<file path="config.mk">
export PLATFORM = sky130hd
export DESIGN_NAME = pic_core_stack
export DESIGN_NICKNAME = d
export VERILOG_FILES = /design/src/rtl/pic_core_stack.sv
export SDC_FILE = /design/constraint.sdc
export NUM_CORES = 1
export LEC_CHECK = 0
export ABC_AREA = 0
export CAP_MARGIN = 20
export CELL_PAD_IN_SITES_DETAIL_PLACEMENT = 0
export CELL_PAD_IN_SITES_GLOBAL_PLACEMENT = 2
export CORE_MARGIN = 2
export CORE_UTILIZATION = 51
export DETAILED_ROUTE_END_ITERATION = 12
export GPL_TIMING_DRIVEN = 1
export PLACE_DENSITY_LB_ADDON = 0.05
export SYNTH_ARGS = -nofsm -noshare
export SYNTH_HDL_FRONTEND = slang
export SYNTH_SLANG_ARGS = --single-unit
export TNS_END_PERCENT = 20
</file>
<file path="constraint.sdc">
create_clock -name clk -period 22.2 [get_ports clk]
set_clock_uncertainty 0.05 [all_clocks]
set_input_delay 5.55 -clock clk [delete_from_list [all_inputs] [get_ports clk]]
set_output_delay 5.55 -clock clk [all_outputs]
set_load 0.05 [all_outputs]
</file>
<file path="src/rtl/pic_core_stack.sv">
// pic_core_stack: 5-cycle PIC mid-range style core with a hardware return stack,
// Z/C status, sticky stack-error flags and an instruction-retire strobe.
module pic_core_stack #(
    parameter int unsigned DATA_W      = 8,
    parameter int unsigned PC_W        = 11,
    parameter int unsigned RAM_AW      = 7,
    parameter int unsigned STACK_DEPTH = 8
) (
    input  logic              clk,
    input  logic              reset,
    output logic [PC_W-1:0]   rom_addr,
    input  logic [13:0]       rom_data,
    output logic [DATA_W-1:0] w_q,
    output logic [1:0]        status_q,
    output logic [PC_W-1:0]   pc_q,
    output logic              instr_done,
    output logic              stk_ovf,
    output logic              stk_unf
);
    localparam int unsigned RAM_DEPTH = 1 << RAM_AW;
    localparam int unsigned SP_W      = $clog2(STACK_DEPTH);
    localparam int unsigned CNT_W     = SP_W + 1;
    localparam logic [RAM_AW-1:0] STATUS_ADDR = RAM_AW'(3);

    typedef enum logic [2:0] {S_CLR, S_MAR, S_INC, S_IR, S_EXEC} state_t;

    state_t            state_q, state_d;
    logic [13:0]       ir_q, ir_d;
    logic [PC_W-1:0]   mar_q, mar_d, pc_d;
    logic [DATA_W-1:0] w_d;
    logic [1:0]        status_d;
    logic [SP_W-1:0]   sp_q, sp_d;
    logic [CNT_W-1:0]  cnt_q, cnt_d;
    logic              ovf_q, ovf_d, unf_q, unf_d, done_q, done_d;

    logic [DATA_W-1:0] ram_mem [RAM_DEPTH];
    logic [PC_W-1:0]   stk_mem [STACK_DEPTH];

    logic [RAM_AW-1:0] f_addr;
    logic [DATA_W-1:0] f_val, lit, bit_mask, status_view;
    logic              ram_we, push, pop, skip, wb;
    logic [DATA_W-1:0] ram_wdata, res;
    logic [DATA_W:0]   ext;

    // Operand fetch: file register (STATUS aliased at address 3), literal, bit mask
    always_comb begin
        f_addr         = ir_q[RAM_AW-1:0];
        status_view    = '0;
        status_view[2] = status_q[1];
        status_view[0] = status_q[0];
        f_val          = (f_addr == STATUS_ADDR) ? status_view : ram_mem[f_addr];
        lit            = DATA_W'(ir_q[7:0]);
        bit_mask       = DATA_W'(1) << ir_q[9:7];
    end

    // Next-state, decode and execute; all architectural updates land at end of S_EXEC
    always_comb begin
        state_d   = state_q;
        ir_d      = ir_q;
        mar_d     = mar_q;
        pc_d      = pc_q;
        w_d       = w_q;
        status_d  = status_q;
        sp_d      = sp_q;
        cnt_d     = cnt_q;
        ovf_d     = ovf_q;
        unf_d     = unf_q;
        done_d    = 1'b0;
        ram_we    = 1'b0;
        ram_wdata = '0;
        push      = 1'b0;
        pop       = 1'b0;
        skip      = 1'b0;
        wb        = 1'b0;
        ext       = '0;
        res       = '0;
        case (state_q)
            S_CLR: begin
                ir_d    = '0;
                state_d = S_MAR;
            end
            S_MAR: begin
                mar_d   = pc_q;
                state_d = S_INC;
            end
            S_INC: begin
                pc_d    = pc_q + PC_W'(1);
                state_d = S_IR;
            end
            S_IR: begin
                ir_d    = rom_data;
                done_d  = 1'b1;
                state_d = S_EXEC;
            end
            S_EXEC: begin
                state_d = S_MAR;
                casez (ir_q)
                    14'b00_0000_0000_1000: pop = 1'b1;                          // RETURN
                    14'b00_0000_1???_????: begin ram_we = 1'b1; ram_wdata = w_q; end // MOVWF
                    14'b00_0001_0???_????: begin w_d = '0; status_d[1] = 1'b1; end   // CLRW
                    14'b00_0001_1???_????: begin                                 // CLRF
                        ram_we      = 1'b1;
                        ram_wdata   = '0;
                        status_d[1] = 1'b1;
                    end
                    14'b00_0010_????_????: begin                                 // SUBWF
                        ext      = {1'b0, f_val} - {1'b0, w_q};
                        res      = ext[DATA_W-1:0];
                        status_d = {~|res, ~ext[DATA_W]};
                        wb       = 1'b1;
                    end
                    14'b00_0011_????_????: begin                                 // DECF
                        res = f_val - DATA_W'(1); status_d[1] = ~|res; wb = 1'b1;
                    end
                    14'b00_0100_????_????: begin                                 // IORWF
                        res = f_val | w_q; status_d[1] = ~|res; wb = 1'b1;
                    end
                    14'b00_0101_????_????: begin                                 // ANDWF
                        res = f_val & w_q; status_d[1] = ~|res; wb = 1'b1;
                    end
                    14'b00_0110_????_????: begin                                 // XORWF
                        res = f_val ^ w_q; status_d[1] = ~|res; wb = 1'b1;
                    end
                    14'b00_0111_????_????: begin                                 // ADDWF
                        ext      = {1'b0, f_val} + {1'b0, w_q};
                        res      = ext[DATA_W-1:0];
                        status_d = {~|res, ext[DATA_W]};
                        wb       = 1'b1;
                    end
                    14'b00_1000_????_????: begin                                 // MOVF
                        res = f_val; status_d[1] = ~|res; wb = 1'b1;
                    end
                    14'b00_1001_????_????: begin                                 // COMF
                        res = ~f_val; status_d[1] = ~|res; wb = 1'b1;
                    end
                    14'b00_1010_????_????: begin                                 // INCF
                        res = f_val + DATA_W'(1); status_d[1] = ~|res; wb = 1'b1;
                    end
                    14'b00_1011_????_????: begin                                 // DECFSZ
                        res = f_val - DATA_W'(1); wb = 1'b1; skip = ~|res;
                    end
                    14'b00_1111_????_????: begin                                 // INCFSZ
                        res = f_val + DATA_W'(1); wb = 1'b1; skip = ~|res;
                    end
                    14'b01_00??_????_????: begin                                 // BCF
                        ram_we = 1'b1; ram_wdata = f_val & ~bit_mask;
                    end
                    14'b01_01??_????_????: begin                                 // BSF
                        ram_we = 1'b1; ram_wdata = f_val | bit_mask;
                    end
                    14'b01_10??_????_????: skip = ~|(f_val & bit_mask);          // BTFSC
                    14'b01_11??_????_????: skip = |(f_val & bit_mask);           // BTFSS
                    14'b10_0???_????_????: begin                                 // CALL
                        push = 1'b1; pc_d = ir_q[PC_W-1:0];
                    end
                    14'b10_1???_????_????: pc_d = ir_q[PC_W-1:0];                // GOTO
                    14'b11_00??_????_????: w_d = lit;                            // MOVLW
                    14'b11_01??_????_????: begin w_d = lit; pop = 1'b1; end      // RETLW
                    14'b11_1000_????_????: begin                                 // IORLW
                        res = lit | w_q; w_d = res; status_d[1] = ~|res;
                    end
                    14'b11_1001_????_????: begin                                 // ANDLW
                        res = lit & w_q; w_d = res; status_d[1] = ~|res;
                    end
                    14'b11_1010_????_????: begin                                 // XORLW
                        res = lit ^ w_q; w_d = res; status_d[1] = ~|res;
                    end
                    14'b11_110?_????_????: begin                                 // SUBLW
                        ext      = {1'b0, lit} - {1'b0, w_q};
                        res      = ext[DATA_W-1:0];
                        w_d      = res;
                        status_d = {~|res, ~ext[DATA_W]};
                    end
                    14'b11_111?_????_????: begin                                 // ADDLW
                        ext      = {1'b0, lit} + {1'b0, w_q};
                        res      = ext[DATA_W-1:0];
                        w_d      = res;
                        status_d = {~|res, ext[DATA_W]};
                    end
                    default: ;
                endcase

                if (wb) begin
                    if (ir_q[7]) begin
                        ram_we    = 1'b1;
                        ram_wdata = res;
                    end else begin
                        w_d = res;
                    end
                end
                // A write that lands on STATUS wins over the op's own flag update
                if (ram_we && (f_addr == STATUS_ADDR)) begin
                    status_d = {ram_wdata[2], ram_wdata[0]};
                end
                if (skip) begin
                    pc_d = pc_q + PC_W'(1);
                end
                // Push on full overwrites the oldest entry; count saturates
                if (push) begin
                    sp_d = sp_q + SP_W'(1);
                    if (cnt_q == CNT_W'(STACK_DEPTH)) begin
                        ovf_d = 1'b1;
                    end else begin
                        cnt_d = cnt_q + CNT_W'(1);
                    end
                end
                // Pop on empty restarts at address 0 and leaves the pointer alone
                if (pop) begin
                    if (cnt_q == '0) begin
                        pc_d  = '0;
                        unf_d = 1'b1;
                    end else begin
                        sp_d  = sp_q - SP_W'(1);
                        cnt_d = cnt_q - CNT_W'(1);
                        pc_d  = stk_mem[sp_q - SP_W'(1)];
                    end
                end
            end
            default: state_d = S_CLR;
        endcase
    end

    // State and architectural registers with synchronous active-low reset
    always_ff @(posedge clk) begin
        if (!reset) begin
            state_q  <= S_CLR;
            ir_q     <= '0;
            mar_q    <= '0;
            pc_q     <= '0;
            w_q      <= '0;
            status_q <= '0;
            sp_q     <= '0;
            cnt_q    <= '0;
            ovf_q    <= 1'b0;
            unf_q    <= 1'b0;
            done_q   <= 1'b0;
        end else begin
            state_q  <= state_d;
            ir_q     <= ir_d;
            mar_q    <= mar_d;
            pc_q     <= pc_d;
            w_q      <= w_d;
            status_q <= status_d;
            sp_q     <= sp_d;
            cnt_q    <= cnt_d;
            ovf_q    <= ovf_d;
            unf_q    <= unf_d;
            done_q   <= done_d;
        end
    end

    // Data RAM: contents survive reset; a write in the reset cycle is dropped
    always_ff @(posedge clk) begin
        if (reset && ram_we && (f_addr != STATUS_ADDR)) begin
            ram_mem[f_addr] <= ram_wdata;
        end
    end

    // Return-stack storage; CALL saves the already-incremented PC
    always_ff @(posedge clk) begin
        if (reset && push) begin
            stk_mem[sp_q] <= pc_q;
        end
    end

    assign rom_addr   = mar_q;
    assign instr_done = done_q;
    assign stk_ovf    = ovf_q;
    assign stk_unf    = unf_q;

endmodule

</file>
# Word level (Yosys, flattened, before mapping)
# Memories as Yosys holds them, arrays and structs flattened. A register that Yosys moved wholly into a read port is not among the register bits.
# Cells that the tools add are included.
[totals]
latchBits = 0
register_bits = 59
wordCells = 176
rom_bits = 0
ram_bits = 1112
n_memories = 2
[classes]
n_mul = 0
muxes = 47
div_mod_pow = 0
order_cmp = 0
reduce_logical = 54
addsub = 11
shift = 1
eq_ne = 36
bitwise_logic = 13
[mem_list]
columns = ["memory", "depth", "width", "rd", "rd_ports_with_merged_regs", "wr", "line", "text"]
rows = [
  ["ram_mem", 128, 8, 1, 1, 1, "36", "logic [DATA_W-1:0] ram_mem [RAM_DEPTH];"],
  ["stk_mem", 8, 11, 1, 0, 1, "37", "logic [PC_W-1:0] stk_mem [STACK_DEPTH];"],
]
[op_table]
columns = ["op", "count"]
rows = [
  ["$reduce_or A8 Y1", 15],
  ["$pmux W8 S14", 1],
  ["$pmux W8 S7", 1],
  ["$mux W8", 6],
  ["$mux W11", 4],
  ["$and A8 B8 Y8", 4],
  ["$eq A6 B4 Y1 const B", 5],
  ["$pmux W14 S2", 1],
  ["$eq A6 B3 Y1 const B", 4],
  ["$or A8 B8 Y8", 3],
  ["$pmux W8 S3", 1],
  ["$pmux W11 S2", 1],
  ["$eq A7 B2 Y1 const B", 3],
  ["$add A8 B8 Y9", 2],
  ["$eq A6 B6 Y1 const B", 3],
  ["$mux W1", 18],
  ["$sub A8 B8 Y9", 2],
  ["$eq A4 B3 Y1 const B", 4],
  ["$mux W4", 4],
  ["$not A8 Y8", 2],
  ["$reduce_bool A16 Y1", 1],
  ["$xor A8 B8 Y8", 2],
  ["$logic_not A1 Y1", 15],
  ["$pmux W1 S15", 1],
  ["other kinds (34)", 59],
]

# Logic depth before layout (Yosys ltp)
# Gate-level depths: netlist of run 1.
[logic_depth]
depth_word = 11
depth_mapped = 27
ltp_nobuf = 21

# Worst setup path before layout of run 1
# Ideal clock, no wire load.
[synth_timing]
kind = "reg2reg"
startpoint = "register with a tool-made name"
endpoint = "memory ram_mem[0][7] (data pin)"
path_slack_ns = 13.927
setup_ns = 0.798
synth_period_minus_slack_ns = 8.273
path_stages_with_launch = 23
t_required_ns = 21.352
t_arrival_ns = 7.425
cell_sequence = "dfxtp_1 -> buf_6 -> buf_6 -> mux4_2 -> a22o_1 -> o21ai_1 -> a31oi_1 -> nor4b_1 -> nor2_1 -> inv_1 -> ha_1 -> a21o_1 -> a21oi_1 -> o21bai_1 -> a21oi_1 -> o21bai_1 -> a21oi_1 -> xnor2_1 -> mux4_2 -> nand2_1 -> o211ai_1 -> a221oi_1 -> nor2_1"
[synth_lines]
columns = ["item", "line"]
rows = [
  ["end: declaration", "36"],
]

==> impl_results.html, run 1 <==
<table>
<tr><th>Metric</th><th>Value</th></tr>
<tr><th colspan="2">Status</th></tr>
<tr><td>Status</td><td>completed</td></tr>
<tr><th colspan="2">Yosys</th></tr>
<tr><td>Post-synth top area cell</td><td>sky130_fd_sc_hd__edfxtp_1</td></tr>
<tr><td>Synthesized area per cell</td><td>16.1 um^2</td></tr>
<tr><td>Proportion of netlist area held by the largest area contributor</td><td>66.0%</td></tr>
<tr><td>Async set or reset register ratio after synthesis</td><td>0%</td></tr>
<tr><td>Post-synth top flop</td><td>sky130_fd_sc_hd__edfxtp_1</td></tr>
<tr><td>Synth top area cells</td><td>sky130_fd_sc_hd__edfxtp_1 66%, sky130_fd_sc_hd__mux4_2 7.7%, sky130_fd_sc_hd__mux2i_1 5.1%</td></tr>
<tr><td>Post-Syn Instances</td><td>3,143</td></tr>
<tr><td>Sequential fraction of the synthesis area</td><td>68.6%</td></tr>
<tr><td>Seq cells post-synth</td><td>1,178</td></tr>
<tr><td>Number of synthesized flops with an enable pin</td><td>1,112</td></tr>
<tr><td>Mapped cell area</td><td>50,600 um^2</td></tr>
<tr><td>Yosys warning count</td><td>0</td></tr>
<tr><td>Number of unique standard cell types used by synthesis</td><td>95</td></tr>
<tr><th colspan="2">Die</th></tr>
<tr><td>Row Count</td><td>115</td></tr>
<tr><td>Chip Height</td><td>319 um</td></tr>
<tr><td>Initial core utilization</td><td>51.4%</td></tr>
<tr><td>Area of the die</td><td>102,000 um^2</td></tr>
<tr><td>Core Box Area</td><td>98,400 um^2</td></tr>
<tr><td>DIE WIDTH</td><td>319 um</td></tr>
<tr><td>IO Count</td><td>51</td></tr>
<tr><th colspan="2">Global routing</th></tr>
<tr><td>Via count of the first global-routing pass</td><td>29,300</td></tr>
<tr><td>Global routing usage summed across all routing layers</td><td>30.3%</td></tr>
<tr><td>Initial antenna violation count</td><td>2</td></tr>
<tr><td>Global route overflow</td><td>0</td></tr>
<tr><td>Maximum number of pins on one net before global-route repair</td><td>103</td></tr>
<tr><td>Wire length of the first global-routing pass</td><td>219,000 um</td></tr>
<tr><th colspan="2">Drt</th></tr>
<tr><td>Final antenna-violating net count</td><td>0</td></tr>
<tr><td>DR iter-0 viols</td><td>4,141</td></tr>
<tr><td>Total via count in the routed design</td><td>30,100</td></tr>
<tr><td>Average wire length per cell after detail routing</td><td>33.5 um</td></tr>
<tr><td>Total routed wirelength</td><td>155,000 um</td></tr>
<tr><td># DRC</td><td>0</td></tr>
<tr><td>Number of iterations in the first detailed-routing pass</td><td>8</td></tr>
<tr><td>Post-DR vias/cell</td><td>6.52</td></tr>
<tr><th colspan="2">Min path</th></tr>
<tr><td>End point of the worst hold path</td><td>stk_ovf</td></tr>
<tr><td>Worst hold path startpoint</td><td>stk_ovf</td></tr>
<tr><td>Hold-critical path depth</td><td>1</td></tr>
<tr><td>Class of the worst hold path</td><td>reg2reg</td></tr>
<tr><th colspan="2">Place</th></tr>
<tr><td>Final HPWL from detailed placement</td><td>100,000 um</td></tr>
<tr><td>Count of port buffers added during placement</td><td>50</td></tr>
<tr><td>Post-detailed-placement cell area</td><td>52,500 um^2</td></tr>
<tr><td>Pre-CTS setup slack</td><td>11.73 ns</td></tr>
<tr><td>Final weighted congestion in routability-driven placement</td><td>0.931</td></tr>
<tr><th colspan="2">Clock network</th></tr>
<tr><td>Hold-fix buffers, CTS</td><td>0</td></tr>
<tr><td>Post-CTS clock slew at the launch and capture registers of the worst setup and hold paths</td><td>0.06 ns</td></tr>
<tr><td>Clk buf depth</td><td>3</td></tr>
<tr><td>Sink Count</td><td>1,178</td></tr>
<tr><td>Post-CTS setup-driven buffer insertion count</td><td>0</td></tr>
<tr><td>Clk root buf</td><td>sky130_fd_sc_hd__clkbuf_16</td></tr>
<tr><td>Worst-skew pair later-pin latency</td><td>0.73 ns</td></tr>
<tr><td>TritonCTS clock tree</td><td>done</td></tr>
<tr><td>Cts bufs inserted</td><td>116</td></tr>
<tr><td>H-tree levels</td><td>3</td></tr>
<tr><td>Post-cts sizing count</td><td>0</td></tr>
<tr><th colspan="2">STA</th></tr>
<tr><td>Share of the cycle needed by the critical path after routing</td><td>47.7%</td></tr>
<tr><td>Final max-slew violation count</td><td>0</td></tr>
<tr><td>Final-report setup violation count</td><td>0</td></tr>
<tr><td>Hold WS</td><td>0.421 ns</td></tr>
<tr><td>Tmin final</td><td>10.59 ns</td></tr>
<tr><td>Total count of hold-check failures in the final report</td><td>0</td></tr>
<tr><td>Final worst setup slack</td><td>11.61 ns</td></tr>
<tr><td>RSZ-0062 raised after global routing</td><td>false</td></tr>
<tr><td>Transition time at the pin with the least slew margin</td><td>1.18 ns</td></tr>
<tr><td>Relative slew margins</td><td>21.2%</td></tr>
<tr><td>Highest clock rate</td><td>94.4 MHz</td></tr>
<tr><td>Final-layout setup total negative slack</td><td>0 ns</td></tr>
<tr><th colspan="2">Setup path</th></tr>
<tr><td>Type of element capturing the critical path</td><td>register</td></tr>
<tr><td>Arr. time, crit path</td><td>10.91 ns</td></tr>
<tr><td>Worst R2R End</td><td>ram_mem[45][6]</td></tr>
<tr><td>Cell repeated most along the worst path</td><td>sky130_fd_sc_hd__buf_4</td></tr>
<tr><td>Critical path's largest stage delay</td><td>0.96 ns</td></tr>
<tr><td>Library cell contributing the largest single delay on the critical path</td><td>sky130_fd_sc_hd__nor4b_1</td></tr>
<tr><td>Crit-path cells</td><td>buf_4, buf_4, buf_4, mux4_2, a22oi_1, a21boi_1, o21ai_0, nor4b_1, nor2_1, fa_1, a21o_1, a21oi_1, nand2b_1, nand2b_1, a21oi_1, nor2b_1, a21o_1, a221oi_1, nor3_1, o211ai_1, a222oi_1, nor2_4, buf_4, buf_4</td></tr>
<tr><td>R2R Setup Slk</td><td>11.61 ns</td></tr>
<tr><td>Type of the setup path with the least slack</td><td>reg2reg</td></tr>
<tr><td>Startpoint type of the worst setup path</td><td>register</td></tr>
<tr><td>Worst-path fanout max</td><td>85</td></tr>
<tr><td>Depth of the most critical reg-to-reg path</td><td>24</td></tr>
<tr><td>Required time at the endpoint of the critical path</td><td>22.52 ns</td></tr>
<tr><th colspan="2">Power and ir drop</th></tr>
<tr><td>Overall power</td><td>0.00456 W</td></tr>
<tr><td>Power per Cell Area</td><td>80.8 nW/um^2</td></tr>
<tr><td>Worst voltage drop across the vdd grid</td><td>70.6 uV</td></tr>
<tr><td>Leakage Power</td><td>19.9 nW</td></tr>
<tr><th colspan="2">Finish</th></tr>
<tr><td>Final instance area</td><td>56,400 um^2</td></tr>
<tr><td>Fill cell instance count of the final layout</td><td>7,691</td></tr>
<tr><td>Area grow syn2layout</td><td>11.4%</td></tr>
<tr><td>Fraction of final layout cells sized beyond drive strength 1</td><td>15.3%</td></tr>
<tr><td>Leading cell type in the layout, fill and taps excluded</td><td>sky130_fd_sc_hd__edfxtp_1</td></tr>
<tr><td>Layout Nets</td><td>3,311</td></tr>
<tr><td>Antenna cell count</td><td>0</td></tr>
<tr><td>Multi-input gate area</td><td>14,700 um^2</td></tr>
<tr><td>Commonest cells after routing, fill and taps aside</td><td>1,112 x sky130_fd_sc_hd__edfxtp_1, 257 x sky130_fd_sc_hd__mux2i_1, 244 x sky130_fd_sc_hd__nor2_1</td></tr>
<tr><td>Sequential cell area</td><td>34,700 um^2</td></tr>
<tr><th colspan="2">Job</th></tr>
<tr><td>Max-Cap Viols</td><td>0</td></tr>
</table>
-- critical path, delay by kind of cell (launching register included) --
kind | cells | cell delay (ns)
AOI/OAI and AO/OA | 10 | 2.53
adders and majority gates | 1 | 0.60
buffers and inverters | 5 | 3.30
DFF | 1 | 0.77
muxes | 1 | 0.60
and+or+nand+nor | 7 | 2.16
-- layer usage --
| metal | vias to the layer above | routed length [um] | GRT usage [%] |
|---|---|---|---|
| li1 | 12700 | - | - |
| met1 | 15700 | 65500 | 44.6 |
| met2 | 1546 | 69700 | 45.5 |
| met3 | 264 | 14300 | 6.28 |
| met4 | 0 | 5120 | 9.69 |
| met5 | - | 0 | 0 |
-- report_power, final --
part	switching (W)	leakage (nW)	internal [W]
clock network	0.000853	1.88	0.00115
registers	0.00000903	13.2	0.00240
logic	0.0000963	4.89	0.0000494
-- cells in the mapped netlist, types with 49 or more instances --
master,n
sky130_fd_sc_hd__a21oi_1,93
sky130_fd_sc_hd__a22oi_1,107
sky130_fd_sc_hd__clkbuf_1,84
sky130_fd_sc_hd__dfxtp_1,66
sky130_fd_sc_hd__edfxtp_1,1112
sky130_fd_sc_hd__ha_1,62
sky130_fd_sc_hd__inv_1,49
sky130_fd_sc_hd__mux2i_1,257
sky130_fd_sc_hd__mux4_2,174
sky130_fd_sc_hd__nand2_1,152
sky130_fd_sc_hd__nand3_1,89
sky130_fd_sc_hd__nor2_1,254
sky130_fd_sc_hd__o21ai_0,50
-- stage by stage --
stage               std cells  utilization [%]
floorplan                3150                -
global placement         4390             53.2
detailed placement       4397             53.3
CTS                      4617             57.3
global route             4618             57.3
finish                   4618             57.3
-- worst max path at each step --
stage / slack, ns / endpoint / depth (start not counted) / startpoint
2_1_floorplan: 13.93 / ram_mem[0][7] / 22 / register
3_3_place_gp: 11.80 / ram_mem[34][6] / 24 / register
3_5_place_dp: 11.73 / ram_mem[35][6] / 24 / register
4_1_cts: 11.65 / ram_mem[41][6] / 24 / register
5_1_grt: 11.26 / ram_mem[45][6] / 24 / register
6_report: 11.61 / ram_mem[45][6] / 24 / register
-- layout make-up --
| class | count | area share [%] |
|---|---|---|
| clock buffers | 152 | 5.50 |
| clock inverters | 68 | 1.40 |
| inverters | 53 | 0.357 |
| multi-input cells | 1737 | 26.1 |
| flip-flops and latches | 1178 | 61.6 |
| well taps | 1287 | 2.86 |
| repair buffers | 143 | 2.22 |
-- cells by family after synthesis --
family / share of synthesized area (%)
AND/OR/NAND/NOR: 6.26
flip-flops: 68.6
multiplexers: 13.3
other: 0.00741
AO/OA/AOI/OAI: 6.82
buffers and inverters: 2.57
XOR/XNOR: 0.727
adder cells (fa/ha/maj): 1.69
-- registers in the layout, summed over array words and instances (netlist names), named ones only --
name and cells:
cnt_q 4, pc_q 11, w_q 8, stk_ovf 1, status_q 2, ir_q 14, rom_addr 11, sp_q 3
ram_mem 1024, stk_mem 88, state_q 3, instr_done 1, stk_unf 1
Note: power is estimated with default switching activity, not from simulation.
==> inputs of run 2 (changes only) <==
CORE_UTILIZATION = 43   (was 51)
clock period = 9.2 ns   (was 22.2 ns; I/O delays follow)
==> run 2 against run 1 <==
Clock-buffer cell count rose by 6. Wire length rose by 8.4%. Register-to-register slack got worse by 11 ns. Largest cell class unchanged. Design area rose by 2.1%. Clock power rose to 2.6 times the previous value. Global-route usage fell by 2.6 points. Critical path type unchanged. Worst hold slack improved by 0.0013 ns. Worst setup slack got worse by 11 ns.
==> impl_results.html, run 2 (synthesis gave the netlist of run 1 again) <==
<table>
<tr><th>Metric</th><th>Value</th></tr>
<tr><th colspan="2">Status</th></tr>
<tr><td>Status</td><td>completed</td></tr>
<tr><th colspan="2">Die</th></tr>
<tr><td>IO Count</td><td>51 (unchanged)</td></tr>
<tr><td>Row Count</td><td>125 (+8.7%)</td></tr>
<tr><td>Core Box Area</td><td>117,000 um^2 (+18%)</td></tr>
<tr><td>Chip Height</td><td>347 um (+8.8%)</td></tr>
<tr><td>Initial core utilization</td><td>43.4% (-8.0 points)</td></tr>
<tr><td>Area of the die</td><td>120,000 um^2 (+18%)</td></tr>
<tr><td>DIE WIDTH</td><td>347 um (+8.8%)</td></tr>
<tr><th colspan="2">Power and ir drop</th></tr>
<tr><td>Net switching power</td><td>0.00242 W (+150%)</td></tr>
<tr><td>Power per Cell Area</td><td>199 nW/um^2 (+150%)</td></tr>
<tr><td>Leakage Power</td><td>20.4 nW (+2.4%)</td></tr>
<tr><td>Internal power</td><td>0.00902 W (+150%)</td></tr>
<tr><td>Clk pwr share</td><td>46.0% (+2.0 points)</td></tr>
<tr><td>Register share of total power</td><td>50.8% (-2.0 points)</td></tr>
<tr><td>Worst voltage drop across the vdd grid</td><td>168 uV (+140%)</td></tr>
<tr><td>Switching share of total power</td><td>21.1% (+0.11 points)</td></tr>
<tr><td>Comb pwr share</td><td>3.2% (about the same)</td></tr>
<tr><th colspan="2">Global routing</th></tr>
<tr><td>Initial antenna violation count</td><td>4 (+2)</td></tr>
<tr><td>Global route overflow</td><td>0 (unchanged)</td></tr>
<tr><td>Wire length of the first global-routing pass</td><td>234,000 um (+6.6%)</td></tr>
<tr><td>Global routing usage summed across all routing layers</td><td>27.7% (-2.6 points)</td></tr>
<tr><td>Via count of the first global-routing pass</td><td>30,000 (+2.3%)</td></tr>
<tr><td>Maximum number of pins on one net before global-route repair</td><td>129 (+25%)</td></tr>
<tr><th colspan="2">Setup path</th></tr>
<tr><td>Startpoint type of the worst setup path</td><td>register</td></tr>
<tr><td>Arr. time, crit path</td><td>8.72 ns (-2.19 ns)</td></tr>
<tr><td>R2R Setup Slk</td><td>0.82 ns (-10.79 ns)</td></tr>
<tr><td>Worst R2R End</td><td>ram_mem[34][5]</td></tr>
<tr><td>Type of element capturing the critical path</td><td>register</td></tr>
<tr><td>Worst-path fanout max</td><td>56 (-34%)</td></tr>
<tr><td>Depth of the most critical reg-to-reg path</td><td>22 (-8.3%)</td></tr>
<tr><td>Required time at the endpoint of the critical path</td><td>9.54 ns (-12.98 ns)</td></tr>
<tr><td>Type of the setup path with the least slack</td><td>reg2reg</td></tr>
<tr><th colspan="2">Drt</th></tr>
<tr><td>Number of iterations in the first detailed-routing pass</td><td>6 (-2)</td></tr>
<tr><td>Post-DR vias/cell</td><td>6.15 (-5.7%)</td></tr>
<tr><td>DR iter-0 viols</td><td>3,551 (-14%)</td></tr>
<tr><td>Total via count in the routed design</td><td>30,200 (+0.30%)</td></tr>
<tr><td>Average wire length per cell after detail routing</td><td>34.1 um (+1.9%)</td></tr>
<tr><td>Final antenna-violating net count</td><td>0 (unchanged)</td></tr>
<tr><td>Total routed wirelength</td><td>167,000 um (+8.4%)</td></tr>
<tr><td># DRC</td><td>0 (unchanged)</td></tr>
<tr><th colspan="2">Min path</th></tr>
<tr><td>Worst hold path startpoint</td><td>stk_ovf</td></tr>
<tr><td>End point of the worst hold path</td><td>stk_ovf</td></tr>
<tr><td>Hold-critical path depth</td><td>1 (unchanged)</td></tr>
<tr><td>Class of the worst hold path</td><td>reg2reg</td></tr>
<tr><th colspan="2">Clock network</th></tr>
<tr><td>Clk root buf</td><td>sky130_fd_sc_hd__clkbuf_16</td></tr>
<tr><td>Post-CTS setup-driven buffer insertion count</td><td>0 (unchanged)</td></tr>
<tr><td>Post-cts sizing count</td><td>0 (unchanged)</td></tr>
<tr><td>Post-CTS clock slew at the launch and capture registers of the worst setup and hold paths</td><td>0.06 ns (about the same)</td></tr>
<tr><td>TritonCTS clock tree</td><td>done</td></tr>
<tr><td>Clk buf depth</td><td>3 (unchanged)</td></tr>
<tr><td>Worst-skew pair later-pin latency</td><td>0.75 ns (+0.02 ns)</td></tr>
<tr><td>H-tree levels</td><td>4 (+1)</td></tr>
<tr><td>Hold-fix buffers, CTS</td><td>0 (unchanged)</td></tr>
<tr><td>Cts bufs inserted</td><td>130 (+12%)</td></tr>
<tr><td>Sink Count</td><td>1,178 (unchanged)</td></tr>
<tr><th colspan="2">Finish</th></tr>
<tr><td>Area grow syn2layout</td><td>13.8%</td></tr>
<tr><td>Largest register by flop count</td><td>ram_mem</td></tr>
<tr><td>Antenna cell count</td><td>0 (unchanged)</td></tr>
<tr><td>Leading cell type in the layout, fill and taps excluded</td><td>sky130_fd_sc_hd__edfxtp_1</td></tr>
<tr><td>Commonest cells after routing, fill and taps aside</td><td>1,112 x sky130_fd_sc_hd__edfxtp_1, 257 x sky130_fd_sc_hd__mux2i_1, 243 x sky130_fd_sc_hd__nor2_1</td></tr>
<tr><td>Layout Nets</td><td>3,369 (+1.8%)</td></tr>
<tr><td>Leading registers by flop count</td><td>ram_mem (1024), stk_mem (88), ir_q (14)</td></tr>
<tr><td>Largest register FFs</td><td>1,024 (unchanged)</td></tr>
<tr><td>Fraction of final layout cells sized beyond drive strength 1</td><td>16.8% (+1.5 points)</td></tr>
<tr><th colspan="2">STA</th></tr>
<tr><td>Final-layout setup total negative slack</td><td>0 ns (unchanged)</td></tr>
<tr><td>Total count of hold-check failures in the final report</td><td>0 (unchanged)</td></tr>
<tr><td>Tmin final</td><td>8.38 ns (-2.22 ns)</td></tr>
<tr><td>Final worst setup slack</td><td>0.822 ns (-10.79 ns)</td></tr>
<tr><td>Transition time at the pin with the least slew margin</td><td>1.20 ns (+0.0226 ns)</td></tr>
<tr><td>Share of the cycle needed by the critical path after routing</td><td>91.1% (+43 points)</td></tr>
<tr><td>Final-report setup violation count</td><td>0 (unchanged)</td></tr>
<tr><td>Relative slew margins</td><td>19.5% (-1.7 points)</td></tr>
<tr><td>RSZ-0062 raised after global routing</td><td>false</td></tr>
<tr><td>Highest clock rate</td><td>119 MHz (+26%)</td></tr>
<tr><td>Final max-slew violation count</td><td>0 (unchanged)</td></tr>
<tr><th colspan="2">Place</th></tr>
<tr><td>Pre-CTS setup slack</td><td>0.776 ns (-10.95 ns)</td></tr>
<tr><td>Final HPWL from detailed placement</td><td>111,000 um (+11%)</td></tr>
<tr><td>Final weighted congestion in routability-driven placement</td><td>0.880 (-5.4%)</td></tr>
<tr><td>Count of port buffers added during placement</td><td>50 (unchanged)</td></tr>
<tr><th colspan="2">Job</th></tr>
<tr><td>Max-Cap Viols</td><td>0 (unchanged)</td></tr>
</table>
[run 2: changes by cell type in the layout (fill, tap and decap cells not counted), sizes merged]
cell	change
buf	+44
clkdlybuf4s18	+1
clkinv	+6
clkbuf	+5
inv	+4
clkinvlp	-5
bufinv	+2
[run 2: layer usage]
layer / share of wire [%] / vias up / wire (um) / track usage [%]
li1: - / 12800 / - / -
met1: 43 / 15900 / 72300 / 39.2
met2: 47 / 1233 / 78900 / 44.1
met3: 6.7 / 254 / 11200 / 4.43
met4: 3.0 / 2 / 5050 / 8.70
met5: 0.0078 / - / 13 / 0
[run 2: worst max path at each step]
stage,start,endpoint
after floorplan,register,ram_mem[0][7]
after global placement,register,ram_mem[100][5]
after detailed placement,register,ram_mem[97][5]
after CTS,register,ram_mem[34][5]
after global routing,register,ram_mem[34][5]
final,register,ram_mem[34][5]
[run 2: final cells by class]
| cell class | instances | area (um^2) |
|---|---|---|
| clock buffer | 158 | 3430 |
| clock inverter | 75 | 840 |
| fill | 9754 | 59000 |
| inverter | 53 | 201 |
| multi-input combinational | 1737 | 14700 |
| sequential | 1178 | 34700 |
| tap | 1524 | 1910 |
| timing repair buffer | 187 | 1730 |
[run 2: critical path: stages, from the launching register on]
cell and delay [ns]:
sky130_fd_sc_hd__dfxtp_4 1.01, sky130_fd_sc_hd__buf_4 0.36, sky130_fd_sc_hd__mux4_2 0.52, sky130_fd_sc_hd__a22oi_1 0.33, sky130_fd_sc_hd__a21oi_1 0.12, sky130_fd_sc_hd__o21ai_0 0.75
sky130_fd_sc_hd__nor4b_1 0.53, sky130_fd_sc_hd__buf_4 0.22, sky130_fd_sc_hd__nor2_1 0.09, sky130_fd_sc_hd__buf_4 0.22, sky130_fd_sc_hd__inv_1 0.17, sky130_fd_sc_hd__ha_1 0.30
sky130_fd_sc_hd__a21o_1 0.18, sky130_fd_sc_hd__a21oi_1 0.40, sky130_fd_sc_hd__o21bai_1 0.12, sky130_fd_sc_hd__a21oi_1 0.37, sky130_fd_sc_hd__a31oi_1 0.15, sky130_fd_sc_hd__a211oi_1 0.51
sky130_fd_sc_hd__o21ai_1 0.21, sky130_fd_sc_hd__a222oi_1 0.64, sky130_fd_sc_hd__nor2_4 0.10, sky130_fd_sc_hd__buf_12 0.21, sky130_fd_sc_hd__buf_4 0.34
[run 2: stage by stage]
step                      instance area [um^2]  hold slack [ns]  total power [W]  instances  util [%]
after floorplan                          50600            0.428          0.00614       3150         -
after global placement                   53100            0.402          0.00628       4664      45.6
final                                    57600            0.423           0.0114       4912      49.4
after detailed placement                 53200            0.411          0.00628       4673      45.6
after CTS                                57500            0.424           0.0115       4906      49.3
after global routing                     57600            0.455           0.0117       4912      49.4
[run 2: power groups by stage]
stage	clock network [W]	registers [W]	logic, W
after CTS	0.00534	0.00581	0.000357
after floorplan	0	0.00592	0.000223
final	0.00527	0.00581	0.000362
after detailed placement	0	0.00593	0.000356
after global routing	0.00556	0.00581	0.000382
after global placement	0	0.00592	0.000357
==> inputs of run 3 (changes only) <==
ABC_CLOCK_PERIOD_IN_PS = 9200   (was default)
CTS_CLUSTER_DIAMETER = 120   (was default)
==> results of run 3 <==
Final layout, timing and power as in run 2 (identical DEF).
